## src/rtl/rom_cache_segment.sv

```systemverilog
// rom_cache_segment: per-ROM client front end in front of the SDRAM ROM arbiter.
// It serves ROM reads from a small direct-mapped cache. Each line holds one
// 32-bit SDRAM word. A miss issues a single fill request to the arbiter.
// When the fill data arrives it is written into the line and bypassed to
// rom_data in the same cycle.
// Optional feature macro: ROM_SEGMENT_STATS_EN. It adds the hit_count and
// miss_count saturating counters.
module rom_cache_segment #(
    parameter int          ROM_ADDR_WIDTH = 17,
    parameter int          ROM_DATA_WIDTH = 16,
    parameter logic [23:0] ROM_OFFSET     = 24'h0,
    parameter int          LINES          = 16
) (
    input  logic                      clk,
    input  logic                      reset,
    input  logic                      cs,
    input  logic                      oe,
    input  logic [22:0]               rom_addr,
    output logic [ROM_DATA_WIDTH-1:0] rom_data,
    input  logic                      flush,
    output logic [22:0]               ctrl_addr,
    output logic                      ctrl_req,
    input  logic                      ctrl_ack,
    input  logic                      ctrl_valid,
    output logic                      ctrl_hit,
    input  logic [31:0]               ctrl_data
`ifdef ROM_SEGMENT_STATS_EN
    ,
    output logic [15:0]               hit_count,
    output logic [15:0]               miss_count
`endif
);

    localparam int DW  = ROM_DATA_WIDTH;
    localparam int BPW = DW / 8;          // bytes per ROM word
    localparam int BSH = $clog2(BPW);     // ROM word -> byte shift
    localparam int IW  = $clog2(LINES);   // line index width
    localparam int TW  = 23 - IW;         // tag width

    typedef enum logic [1:0] {
        S_IDLE = 2'd0,
        S_REQ  = 2'd1,
        S_WAIT = 2'd2
    } state_t;

    // Pick the DW-bit little-endian lane out of a 32-bit SDRAM word.
    function automatic logic [DW-1:0] lane_sel(input logic [31:0] w, input logic [1:0] lane);
        logic [31:0] sh;
        sh = w >> (32'(lane) * 32'(DW));
        return sh[DW-1:0];
    endfunction

    // Address decode
    logic [23:0]   byte_s;
    logic [23:0]   sum_s;
    logic [22:0]   sword_s;
    logic [1:0]    lane_s;
    logic [IW-1:0] idx_s;
    logic [TW-1:0] tag_s;
    logic          unused_s;

    assign byte_s  = 24'(rom_addr[ROM_ADDR_WIDTH-1:0]) << BSH;
    assign sum_s   = ROM_OFFSET + byte_s;              // carry out dropped
    assign sword_s = {1'b0, sum_s[23:2]};
    assign lane_s  = byte_s[1:0] >> BSH;
    assign idx_s   = sword_s[IW-1:0];
    assign tag_s   = sword_s[22:IW];

    generate
        if (ROM_ADDR_WIDTH < 23) begin : g_unused_hi
            assign unused_s = ^{rom_addr[22:ROM_ADDR_WIDTH], sum_s[1:0]};
        end else begin : g_unused_lo
            assign unused_s = ^sum_s[1:0];
        end
    endgenerate

    // Line storage and control state
    logic [LINES-1:0] valid_q;
    logic [TW-1:0]    tag_q  [LINES];
    logic [31:0]      data_q [LINES];

    state_t        state_q, state_d;
    logic [22:0]   addr_q, addr_d;     // latched SDRAM word of the pending fill
    logic          stale_q, stale_d;   // pending fill invalidated by a flush
    logic          fill_s;             // fill data arrives this cycle
    logic          wr_s;               // fill data is written into the line
    logic          bypass_s;
    logic [IW-1:0] fill_idx_s;
    logic [TW-1:0] fill_tag_s;

    assign fill_idx_s = addr_q[IW-1:0];
    assign fill_tag_s = addr_q[22:IW];
    assign ctrl_addr  = addr_q;

    // Hit lookup against the addressed line
    always_comb begin
        ctrl_hit = cs & oe & valid_q[idx_s] & (tag_q[idx_s] == tag_s);
    end

    // Fill qualification: an ack together with valid in REQ counts as an immediate fill
    always_comb begin
        fill_s   = ((state_q == S_REQ) & ctrl_ack & ctrl_valid) | ((state_q == S_WAIT) & ctrl_valid);
        wr_s     = fill_s & ~stale_q & ~flush;
        bypass_s = fill_s & (sword_s == addr_q);
    end

    // Read data: fill data is forwarded in its own cycle, otherwise the line is used
    always_comb begin
        if (bypass_s) begin
            rom_data = lane_sel(ctrl_data, lane_s);
        end else begin
            rom_data = lane_sel(data_q[idx_s], lane_s);
        end
    end

    // FSM state register plus the latched request address and stale flag
    always_ff @(posedge clk or posedge reset) begin
        if (reset) begin
            state_q <= S_IDLE;
            addr_q  <= 23'd0;
            stale_q <= 1'b0;
        end else begin
            state_q <= state_d;
            addr_q  <= addr_d;
            stale_q <= stale_d;
        end
    end

    // FSM next state: a miss is launched only from IDLE, and the request is held until ack
    always_comb begin
        state_d = state_q;
        addr_d  = addr_q;
        case (state_q)
            S_IDLE: begin
                if (cs & oe & ~ctrl_hit & ~flush) begin
                    state_d = S_REQ;
                    addr_d  = sword_s;
                end else begin
                    state_d = S_IDLE;
                end
            end
            S_REQ: begin
                if (ctrl_ack) begin
                    if (ctrl_valid) begin
                        state_d = S_IDLE;
                    end else begin
                        state_d = S_WAIT;
                    end
                end else begin
                    state_d = S_REQ;
                end
            end
            S_WAIT: begin
                if (ctrl_valid) begin
                    state_d = S_IDLE;
                end else begin
                    state_d = S_WAIT;
                end
            end
            default: begin
                state_d = S_IDLE;
            end
        endcase
    end

    // Stale tracking: a flush during an outstanding fill discards that fill, and the flag clears when the fill retires
    always_comb begin
        stale_d = stale_q;
        if (state_q == S_IDLE) begin
            stale_d = 1'b0;
        end else if (fill_s) begin
            stale_d = 1'b0;
        end else if (flush) begin
            stale_d = 1'b1;
        end else begin
            stale_d = stale_q;
        end
    end

    // FSM outputs
    always_comb begin
        case (state_q)
            S_REQ:   ctrl_req = 1'b1;
            default: ctrl_req = 1'b0;
        endcase
    end

    // Line storage: flush clears all valid bits and wins over a coincident fill
    always_ff @(posedge clk or posedge reset) begin
        if (reset) begin
            valid_q <= '0;
            for (int i = 0; i < LINES; i++) begin
                tag_q[i]  <= '0;
                data_q[i] <= 32'd0;
            end
        end else if (flush) begin
            valid_q <= '0;
        end else if (wr_s) begin
            valid_q[fill_idx_s] <= 1'b1;
            tag_q[fill_idx_s]   <= fill_tag_s;
            data_q[fill_idx_s]  <= ctrl_data;
        end
    end

`ifdef ROM_SEGMENT_STATS_EN
    // Saturating increment for the statistics counters
    function automatic logic [15:0] sat_inc(input logic [15:0] v);
        if (v == 16'hFFFF) begin
            return v;
        end else begin
            return v + 16'd1;
        end
    endfunction

    logic [22:0] prev_sword_q;
    logic        prev_csoe_q;
    logic [15:0] hit_cnt_q;
    logic [15:0] miss_cnt_q;
    logic        hit_ev_s;
    logic        miss_ev_s;

    // Count a hit only once per new access: a new address, or cs&oe just rising
    always_comb begin
        hit_ev_s  = ctrl_hit & ((sword_s != prev_sword_q) | ~prev_csoe_q);
        miss_ev_s = (state_q == S_IDLE) & (state_d == S_REQ);
    end

    // Statistics counters, cleared by flush
    always_ff @(posedge clk or posedge reset) begin
        if (reset) begin
            prev_sword_q <= 23'd0;
            prev_csoe_q  <= 1'b0;
            hit_cnt_q    <= 16'd0;
            miss_cnt_q   <= 16'd0;
        end else begin
            prev_sword_q <= sword_s;
            prev_csoe_q  <= cs & oe;
            if (flush) begin
                hit_cnt_q  <= 16'd0;
                miss_cnt_q <= 16'd0;
            end else begin
                if (hit_ev_s) begin
                    hit_cnt_q <= sat_inc(hit_cnt_q);
                end
                if (miss_ev_s) begin
                    miss_cnt_q <= sat_inc(miss_cnt_q);
                end
            end
        end
    end

    assign hit_count  = hit_cnt_q;
    assign miss_count = miss_cnt_q;
`endif

endmodule

```

## config.mk

```make
export PLATFORM = sky130hd
export DESIGN_NAME = rom_cache_segment
export DESIGN_NICKNAME = d
export VERILOG_FILES = /design/src/rtl/rom_cache_segment.sv
export SDC_FILE = /design/constraint.sdc
export NUM_CORES = 1
export LEC_CHECK = 0
export ABC_AREA = 0
export CAP_MARGIN = 20
export CORE_MARGIN = 1
export CORE_UTILIZATION = 51
export CTS_BUF_LIST = sky130_fd_sc_hd__clkbuf_16
export CTS_CLUSTER_DIAMETER = 40
export DETAILED_ROUTE_END_ITERATION = 7
export PLACE_DENSITY = 0.71
export SYNTH_ARGS = -nofsm -noshare
export SYNTH_HDL_FRONTEND = slang
export SYNTH_SLANG_ARGS = --single-unit
```

## constraint.sdc

```tcl
create_clock -name clk -period 28.1 [get_ports clk]
set_clock_uncertainty 0.1 [all_clocks]
set_input_delay 4.215 -clock clk [delete_from_list [all_inputs] [get_ports clk]]
set_output_delay 4.215 -clock clk [all_outputs]
set_load 0.05 [all_outputs]
```

==> results of run 1 <==
## per-layer routing
layer  global-route usage (%)  vias to the layer above  share of wire [%]
li1                         -                     8250                  -
met1                    35.97                    10540                 44
met2                    41.67                      477                 49
met3                    4.740                      154                5.1
met4                    7.472                        4                2.5
met5                        0                        -              0.026
## cells in the final DEF (no fill, tap or decap), types with 7 or more instances in the layout
cell type | synthesis | layout
clkdlybuf4s50_1 | 0 | 84
nor2b_1 | 17 | 16
a21o_1 | 10 | 10
inv_1 | 9 | 17
clkinv_2 | 0 | 8
clkinvlp_4 | 0 | 15
mux2_2 | 678 | 678
clkinv_4 | 0 | 16
nor2_1 | 18 | 15
o21ai_0 | 8 | 8
mux4_2 | 192 | 192
a211oi_1 | 9 | 9
mux2_4 | 9 | 9
bufinv_16 | 0 | 14
xor2_1 | 21 | 21
clkinv_1 | 2 | 15
xnor2_1 | 16 | 16
buf_4 | 12 | 27
conb_1 | 1 | 7
dfrtp_1 | 739 | 739
mux2i_1 | 58 | 58
nand2_1 | 150 | 144
clkbuf_16 | 0 | 105
a221oi_1 | 8 | 8
inv_6 | 0 | 14
a21oi_1 | 8 | 8
## how the worst max path moves through the flow
| stage | endpoint | startpoint |
|---|---|---|
| finish | rom_data[12] | rom_addr[2] |
| global route | rom_data[10] | rom_addr[2] |
| CTS | rom_data[12] | rom_addr[2] |
| detailed placement | rom_data[12] | rom_addr[2] |
| global placement | rom_data[12] | rom_addr[2] |
| floorplan | ctrl_addr[0]$_DFFE_PP0P_ | reset |
## synthesized netlist by cell type (2+ instances only)
library cell  count  area share [%]
xor2_1           21            0.54
and2_1            3           0.055
mux2_4            9            0.40
a21oi_1           8            0.12
nor2b_1          17            0.31
nor2_1           18            0.20
inv_1             9           0.099
or3_1             2           0.037
nand2_1         150             1.7
a21o_1           10            0.22
a211oi_1          9            0.20
a221oi_1          8            0.21
dfrtp_1         739              54
and3_1            4           0.074
mux4_1            6            0.46
xnor2_1          16            0.41
mux2i_1          58             1.7
a22o_1            4            0.10
nor3_1            3           0.044
clkbuf_1        123             1.4
buf_2            41            0.60
clkinv_1          2           0.022
nand3_1           4           0.059
buf_6             3           0.099
buf_4            12            0.26
nand4_1           3           0.055
nor3_4            2           0.096
o21ai_0           8            0.12
mux2_2          678              22
nand2b_1          3           0.055
mux4_2          192              13
nor4_1            5           0.092
a22oi_1           3           0.066
nor2_2            3           0.055
buf_1            18            0.20
o22ai_1           5           0.092
## kinds of logic (layout without fill, tap and decap cells)
group | Yosys count | count (layout)
flip-flops | 739 | 739
XOR/XNOR | 37 | 37
multiplexers | 944 | 944
other | 1 | 12
AND/OR/NAND/NOR | 221 | 221
AO/OA/AOI/OAI | 63 | 63
buffers and inverters | 209 | 329
## stage by stage
| stage | instances | power (W) | utilization (%) | area, sq um | worst slack, ns |
|---|---|---|---|---|---|
| 2_1_floorplan | 2220 | 0.001557 | - | 34050 | 3.049 |
| 3_3_place_gp | 3003 | 0.001643 | 53.89 | 35490 | 14.98 |
| 3_5_place_dp | 3003 | 0.001667 | 53.89 | 35490 | 15.01 |
| 4_1_cts | 3198 | 0.002987 | 59.28 | 39040 | 15.02 |
| 5_1_grt | 3205 | 0.003084 | 59.53 | 39210 | 14.86 |
| 6_report | 3209 | 0.002967 | 59.55 | 39220 | 15.01 |
## worst reg2reg max path: cells and delay by family (launching register included)
family / cells / cell delay [ns]
AOI/OAI and AO/OA: 1 / 0.12
and+or+nand+nor: 5 / 1.96
DFF: 1 / 0.39
muxes: 1 / 0.45
buffers and inverters: 1 / 0.75
## power by group
part / switching [W] / internal, W
combinational: 0.000172 / 0.000200
clock: 0.000499 / 0.000816
sequential: 0.0000900 / 0.00119
## registers in the layout (all words and copies together) (netlist names)
signal and count:
stale_q 1, ctrl_addr 16, data_q 512, tag_q 192
valid_q 16, state_q 2
## layout make-up
| class | instances | area [sq um] | area share (%) |
|---|---|---|---|
| antenna | 5 | 12.51 | 0.03190 |
| clock buffer | 105 | 2628 | 6.699 |
| clock inverter | 90 | 922.1 | 2.351 |
| inverter | 11 | 48.80 | 0.1244 |
| multi-input combinational | 1272 | 14750 | 37.60 |
| sequential | 739 | 18490 | 47.15 |
| tap | 864 | 1081 | 2.756 |
| timing repair buffer | 123 | 1287 | 3.283 |
==> metrics, run 1 <==
outcome=finished clean; CTS tree=yes; number of synthesized flops with an enable pin=0; initial antenna violation count=7; io pins=about 100; CTS root buffer=clkbuf_16; full die area=67,760 sq um; Clock transition at path regs=0.05 ns; total CTS buffers=104; leakage=approximately 19 nW; Post-Synth XOR/XNOR Area=0.9523%; die span in x=260.3 microns; synthesized-area fraction occupied by adder cells=0%; Post-DP HPWL=44,440 microns; Mapped Area=34,030 sq um; # DRC=0; hold_buf cts=0; Final nets=2,313; max-slew violation count=0; CP peak stage delay=0.89 ns; Synth Area in Compound Gates=1.379%; max_slew headroom=25.84%; first-pass GRT wire length=approximately 130,000 microns; crit path time final=13.09 ns; GR Overflow Total=0; worst r2r src=state_q[1]$_DFF_PP0_; Setup Viol. Count Final=0; Seq cells post-synth=~740; Post-Route WL=83,840 microns; HP Class=reg -> reg; Crit. End Element=output pin; fin crit share=about 47%; TritonRoute pass-1 iters=5; Avg Cell Area, Syn=15.37 sq um; unrepaired setup endpoints after global routing=false; fillers=4,983; Final GP Congestion=0.8183; core area=65,860 sq um; Chip Height=~260 microns; CP Max Fanout=76; share of cells above drive strength 1=47.61%; Buf/Inv on CP=4; Syn. warnings=0; WP depth=9; flop2flop setup slack=around 24 ns; mux contribution to synthesized area=~38%; synthesis-to-finish area growth=15.25%; startpoint class of the critical path=input port; DRT antenna net count=0; # Post-CTS Setup Buffers=0; I/O Buffers=89; Crit-path slowest cell=buf_4; H-tree depth=3; Cells on Worst Hold Path=2; initial core utilization=51.67%; Total GRT Usage=about a quarter; Final TNS setup=0 ns; vias=just under 20,000; final hold slack=between 0.3 and 0.4 ns; vias in the first global route=21,450; pwr dens=75.64 nW/um^2; Crit path arrival time=8.77 ns; R2R cell count=8; Worst Max-Slew Pin Slew=1.112 ns; area share of and/or/nand/nor cells after synthesis=2.886%; largest net degree at the start of global routing=184; critical path's top delay family=buffers and inverters; Achievable Freq=76.40 MHz; Max-Cap Viols=0; Syn Inst Count=roughly 2,200; Synth cell types=51; PostCTS Resize Cnt=0; CTS max path bufs=3; Starting DRT DRC Count=1,300; post-synthesis sequential area ratio=54.34%; Fin. Hold Viols=0; CP Cell Sequence=clkbuf_8 > buf_4 > buf_4 > mux4_2 > mux4_2 > nor2b_1 > a211oi_1 > a21oi_1 > clkdlybuf4s50_1; Worst Hold Path EP=data_q[9]$_DFFE_PP0P_; Synth Flop Type=dfrtp_1; clk_lat worst skew=0.64 ns; Peak VDD IR=0.05815 mV; routed vias/inst=6.053; largest family of logic cells by synthesized area=multiplexers; ys async rst share=100.0%; Sink Count=739; CP required=23.78 ns; FP Rows=94; drt wl/cell=26.13 microns; reg-to-reg critical path endpoint=data_q[453]$_DFFE_PP0P_; hold path start=data_q[9]$_DFFE_PP0P_; Crit Path Class=in -> out
No activity file was read; power rests on OpenSTA's default activity.
==> run 2: changes to the inputs <==
Settings changed: PLACE_DENSITY 0.71 to 0.74.
Clock period 28.1 ns to 11 ns, I/O delays scaled along.
==> run 2 against run 1 <==
Effect of this change: first-iteration DRC count increased by 15%; critical path depth unchanged; via count increased by 1.3%; clock-buffer cell count increased by 4; sequential power increased to 2.6 times the previous value; register-to-register slack got worse by 17 ns; worst setup slack got worse by 12 ns; core utilization increased by 0.29 points; critical endpoint is now ctrl_hit; largest power group unchanged.
==> metrics, run 2 (synthesis results as in run 1) <==
Total GRT Usage=26.28% (+0.46 points); TritonRoute pass-1 iters=5 (unchanged); Worst Hold Path EP=data_q[17]$_DFFE_PP0P_; initial core utilization=51.67% (unchanged); FP Rows=94 (unchanged); Finished Cell Area=39,410 sq um (+0.49%); reg-to-reg critical path endpoint=data_q[229]$_DFFE_PP0P_; Fin. Hold Viols=0 (unchanged); Clock transition at path regs=0.05 ns (about the same); hold path start=data_q[17]$_DFFE_PP0P_; total power=0.007814 W (+160%); Achievable Freq=127.9 MHz; most frequent cells in the layout=dfrtp_1, mux2_2, mux4_2; Max-Cap Viols=0 (unchanged); flop2flop setup slack=7.08 ns (-17.14 ns); clk_lat worst skew=0.65 ns (about the same); vias=19,670 (+1.3%); max FFs per register=512 (unchanged); # DRC=0 (unchanged); share of cells above drive strength 1=48.06% (+0.45 points); Crit. End Element=output pin; fin crit share=between 70% and 80%; Chip Height=260.3 microns (unchanged); Clock power frac=45.9% (+1.6 points); max_slew headroom=24.57% (-1.3 points); sw frac=25.92% (+0.28 points); Worst Max-Slew Pin Slew=1.131 ns (+0.01895 ns); total CTS buffers=108 (+3.8%); commonest non-fill, non-tap cell in the layout=dfrtp_1; Crit Path Class=in -> out; core area=65,860 sq um (unchanged); die span in x=260.3 microns (unchanged); Psw=0.002026 W (+170%); max-slew violation count=0 (unchanged); crit path time final=7.821 ns; startpoint class of the critical path=input port; GR Overflow Total=0 (unchanged); Int Pwr=0.005789 W (+160%); Final GP Congestion=0.7733 (-5.5%); Comb power frac=12.3% (-0.2 points); drt wl/cell=26.70 microns (+2.2%); Post-DP HPWL=46,610 microns (+4.9%); HP Class=reg -> reg; CTS max path bufs=3 (unchanged); CP Max Fanout=98 (+29%); final std cells w/o fill=3,212 (+0.093%); Sink Count=739 (unchanged); Largest Register=data_q; unrepaired setup endpoints after global routing=false; DRT antenna net count=0 (unchanged); Final TNS setup=0 ns (unchanged); largest net degree at the start of global routing=199 (+8.2%); Reg power frac=41.8% (-1.4 points); hold_buf cts=0 (unchanged); outcome=finished clean; Post-Route WL=85,750 microns (+2.3%); R2R cell count=8 (unchanged); # Post-CTS Setup Buffers=0 (unchanged); I/O Buffers=89 (unchanged); Largest regs=data_q (512), tag_q (192); routed vias/inst=6.124 (+1.2%); fillers=4,846 (-2.7%); synthesis-to-finish area growth=15.82%; CTS tree=yes; Inst Count DP=3,003 (unchanged); CTS root buffer=clkbuf_16; PostCTS Resize Cnt=0 (unchanged); Starting DRT DRC Count=1,492 (+15%); worst r2r src=state_q[1]$_DFF_PP0_; initial antenna violation count=7 (unchanged); vias in the first global route=21,980 (+2.5%); CP required=9.25 ns (-14.53 ns); post-placement cell area=35,520 sq um (about the same); fin util=59.84% (+0.29 points); Crit path arrival time=6.07 ns (-2.70 ns); Peak VDD IR=0.2029 mV (+250%); H-tree depth=3 (unchanged); pwr dens=198.3 nW/um^2 (+160%); first-pass GRT wire length=133,300 microns (+1.7%); io pins=103 (unchanged); leakage=18.98 nW (+0.37%); full die area=67,760 sq um (unchanged); Setup Viol. Count Final=0 (unchanged); Cells on Worst Hold Path=2 (unchanged); Final nets=2,313 (unchanged)
==> run 2: cell count changes in the layout (fill, tap and decap cells not counted), moves of 4 or more <==
cell,delta
buf_16,-4
clkbuf_16,+4
clkinv_1,-7
clkinv_2,+5
clkinv_4,-4
clkinvlp_4,+7
inv_6,-6
==> run 2: how the worst max path moves through the flow <==
stage,from,end,cells past startpoint
finish,rom_addr[2],ctrl_hit,9
global route,rom_addr[2],ctrl_hit,9
CTS,rom_addr[2],ctrl_hit,9
detailed placement,rom_addr[2],ctrl_hit,9
global placement,rom_addr[2],ctrl_hit,9
floorplan,reset,ctrl_addr[0]$_DFFE_PP0P_,1
==> run 2: area by class of cell <==
cell class | count | area [sq um] | share of cell area [%]
well taps | 864 | 1081 | 2.743
diodes | 3 | 7.507 | 0.01905
clock inverters | 95 | 1107 | 2.810
clock buffers | 109 | 2728 | 6.921
multi-input cells | 1272 | 14750 | 37.42
flip-flops and latches | 739 | 18490 | 46.92
repair buffers | 119 | 1202 | 3.051
inverters | 11 | 45.04 | 0.1143
==> run 2: routing by layer <==
| metal | track usage (%) | share of wire (%) | wire [microns] |
|---|---|---|---|
| met1 | 35.42 | 43 | 36530 |
| met2 | 41.59 | 48 | 41280 |
| met3 | 6.303 | 6.2 | 5307 |
| met4 | 9.812 | 3.0 | 2593 |
| met5 | 0 | 0.044 | 38 |
==> run 2: per-stage QoR <==
step,worst slack (ns),hold WS [ns]
detailed placement,3.311,0.3507
global placement,3.245,0.3468
finish,3.179,0.3574
global route,3.111,0.3814
CTS,3.210,0.3624
floorplan,-0.8775,0.3331
==> run 2: power by group through the flow <==
stage,combinational [W],clock [W],sequential [W]
floorplan,0.000724,0,0.00326
global placement,0.000923,0,0.00327
detailed placement,0.000956,0,0.00331
CTS,0.000963,0.00364,0.00327
global route,0.00102,0.00376,0.00331
finish,0.000957,0.00359,0.00327
==> run 2: worst max-delay path, cell delays in order <==
cell and delay (ns):
clkbuf_8 0.71, buf_4 0.62, mux4_2 0.58, mux2i_1 0.28, xor2_1 0.20, mux2i_1 0.11
or4_1 0.48, nor4_1 0.37, clkdlybuf4s50_1 0.90
==> run 3: changes to the inputs <==
Settings changed: PLACE_DENSITY 0.74 to 0.71.
Clock period 11 ns to 7.3 ns, I/O delays scaled along.
==> run 3 against run 2 <==
Effect of this change: register-to-register slack got worse by 3.6 ns; non-clock buffer count rose by 6; critical path depth is 1 higher; first-iteration DRC count down 11%; die area unchanged; routed wire length shrank 1.7%; combinational power grew 50%; final area decreased by 0.52%; clock power is 41% higher; worst setup slack worse by 2.2 ns; critical endpoint unchanged; largest power group unchanged.
==> metrics, run 3 (synthesis results as in run 1) <==
share of cells above drive strength 1=47.88% (-0.18 points); Fin. Hold Viols=0 (unchanged); vias in the first global route=21,400 (-2.7%); DRT antenna net count=0 (unchanged); HP Class=reg -> reg; Clock transition at path regs=0.05 ns (about the same); synthesis-to-finish area growth=15.21%; Sink Count=739 (unchanged); Chip Height=260.3 microns (unchanged); largest net degree at the start of global routing=172 (-14%); Top Usage Layer GRT=met2; # Post-CTS Setup Buffers=0 (unchanged); pwr dens=291.3 nW/um^2 (+47%); worst r2r src=state_q[0]$_DFF_PP0_; Sequential cell area=18,490 sq um (unchanged); io pins=103 (unchanged); FP Rows=94 (unchanged); core area=65,860 sq um (unchanged); Final nets=2,314 (+0.043%); crit path time final=6.328 ns; CTS tree=yes; fin crit share=86.69%; I/O Buffers=89 (unchanged); Final TNS setup=0 ns (unchanged); CTS max path bufs=3 (unchanged); Worst Setup SP=rom_addr[3]; max_slew headroom=27.47% (+2.9 points); GRT met1 Usage=35.65% (+0.22 points); Achievable Freq=around 160 MHz; vias=19,480 (-0.95%); max-slew violation count=0 (unchanged); Max-Cap Viols=0 (unchanged); H-tree depth=3 (unchanged); commonest non-fill, non-tap cell in the layout=dfrtp_1; Post-Route WL=84,320 microns (-1.7%); total CTS buffers=103 (-4.6%); Post-DP HPWL=46,710 microns (+0.21%); met2 Usage GRT=41.86% (+0.27 points); routed vias/inst=6.088 (-0.58%); Largest regs=data_q (512), tag_q (192); GR Overflow Total=0 (unchanged); CP Max Fanout=45 (-54%); Worst Max-Slew Pin Slew=1.088 ns (-0.04347 ns); die span in x=260.3 microns (unchanged); initial core utilization=51.67% (unchanged); startpoint class of the critical path=input port; max FFs per register=512 (unchanged); Setup WS pre-CTS=1.155 ns (-2.157 ns); Largest Register=data_q; full die area=67,760 sq um (unchanged); Starting DRT DRC Count=1,322 (-11%); most frequent cells in the layout=dfrtp_1, mux2_2, mux4_2; Crit path arrival time=5.13 ns (-0.94 ns); outcome=finished clean; Setup Viol. Count Final=0 (unchanged); drt wl/cell=26.35 microns (-1.3%); unrepaired setup endpoints after global routing=false; TritonRoute pass-1 iters=5 (unchanged); CP required=6.11 ns (-3.14 ns); Total GRT Usage=25.87% (-0.40 points); area taken by multi-input logic gates=14,760 sq um (+0.10%); first-pass GRT wire length=131,300 microns (-1.5%); hold path start=data_q[16]$_DFFE_PP0P_; Crit. End Element=output pin; # DRC=0 (unchanged); final worst setup slack=0.9718 ns (-2.207 ns); clk_lat worst skew=0.65 ns (about the same); met3 Use GR=5.070% (-1.2 points); CTS root buffer=clkbuf_16; hold_buf cts=0 (unchanged); Crit Path Class=in -> out; leakage=18.91 nW (-0.32%); initial antenna violation count=5 (-2); PostCTS Resize Cnt=0 (unchanged); flop2flop setup slack=3.49 ns (-3.59 ns); fillers=4,981 (+2.8%); Final GP Congestion=0.7995 (+3.4%); Peak VDD IR=0.2501 mV (+23%)
## run 3: final timing paths
path                       depth (start not counted)                       to
setup / recovery                                  10                 ctrl_hit
hold / removal                                     2   data_q[16]$_DFFE_PP0P_
setup reg to reg                                   8  data_q[392]$_DFFE_PP0P_
hold reg to reg                                    2   data_q[16]$_DFFE_PP0P_
max in group asynchronous                          4   tag_q[194]$_DFFE_PP0P_
min in group asynchronous                          2   data_q[35]$_DFFE_PP0P_
## run 3: stage by stage
step	total power, W	instance area, sq um	hold WS [ns]	utilization (%)	cells
floorplan	0.005997	34060	0.3331	-	2220
global placement	0.006339	35620	0.3437	54.08	3008
detailed placement	0.006434	35620	0.3527	54.08	3008
CTS	0.01150	39140	0.3644	59.42	3196
global route	0.01184	39210	0.3936	59.53	3200
finish	0.01142	39210	0.3635	59.53	3200
## run 3: area by class of cell
type | instances | share of cell area [%]
sequential | 739 | 47.17
multi-input combinational | 1272 | 37.66
clock buffer | 105 | 6.702
timing repair buffer | 125 | 3.322
tap | 864 | 2.757
clock inverter | 83 | 2.275
inverter | 11 | 0.1149
antenna | 1 | 0.006382
## run 3: layer usage
metal,vias to the layer above,share of wire [%]
met5,-,0.047
met4,6,2.5
met3,146,5.3
met2,496,49
met1,10610,43
li1,8226,-
## run 3: where the power goes
part / switching, W / internal (W) / leakage [nW] / total [W]
clock: 0.00193 / 0.00313 / 1.70 / 0.00506
combinational: 0.000674 / 0.000769 / 7.03 / 0.00144
sequential: 0.000336 / 0.00458 / 10.2 / 0.00492
total: 0.00294 / 0.00848 / 18.9 / 0.0114
## run 3: worst max-delay path, stage by stage
cell and delay (ns):
buf_4 0.64, buf_4 0.37, mux2i_1 0.11, a22o_1 0.24
a221oi_1 0.47, xor2_1 0.13, nor4_1 0.45, o21ai_0 0.18
nor4_1 0.51, clkdlybuf4s50_1 0.91
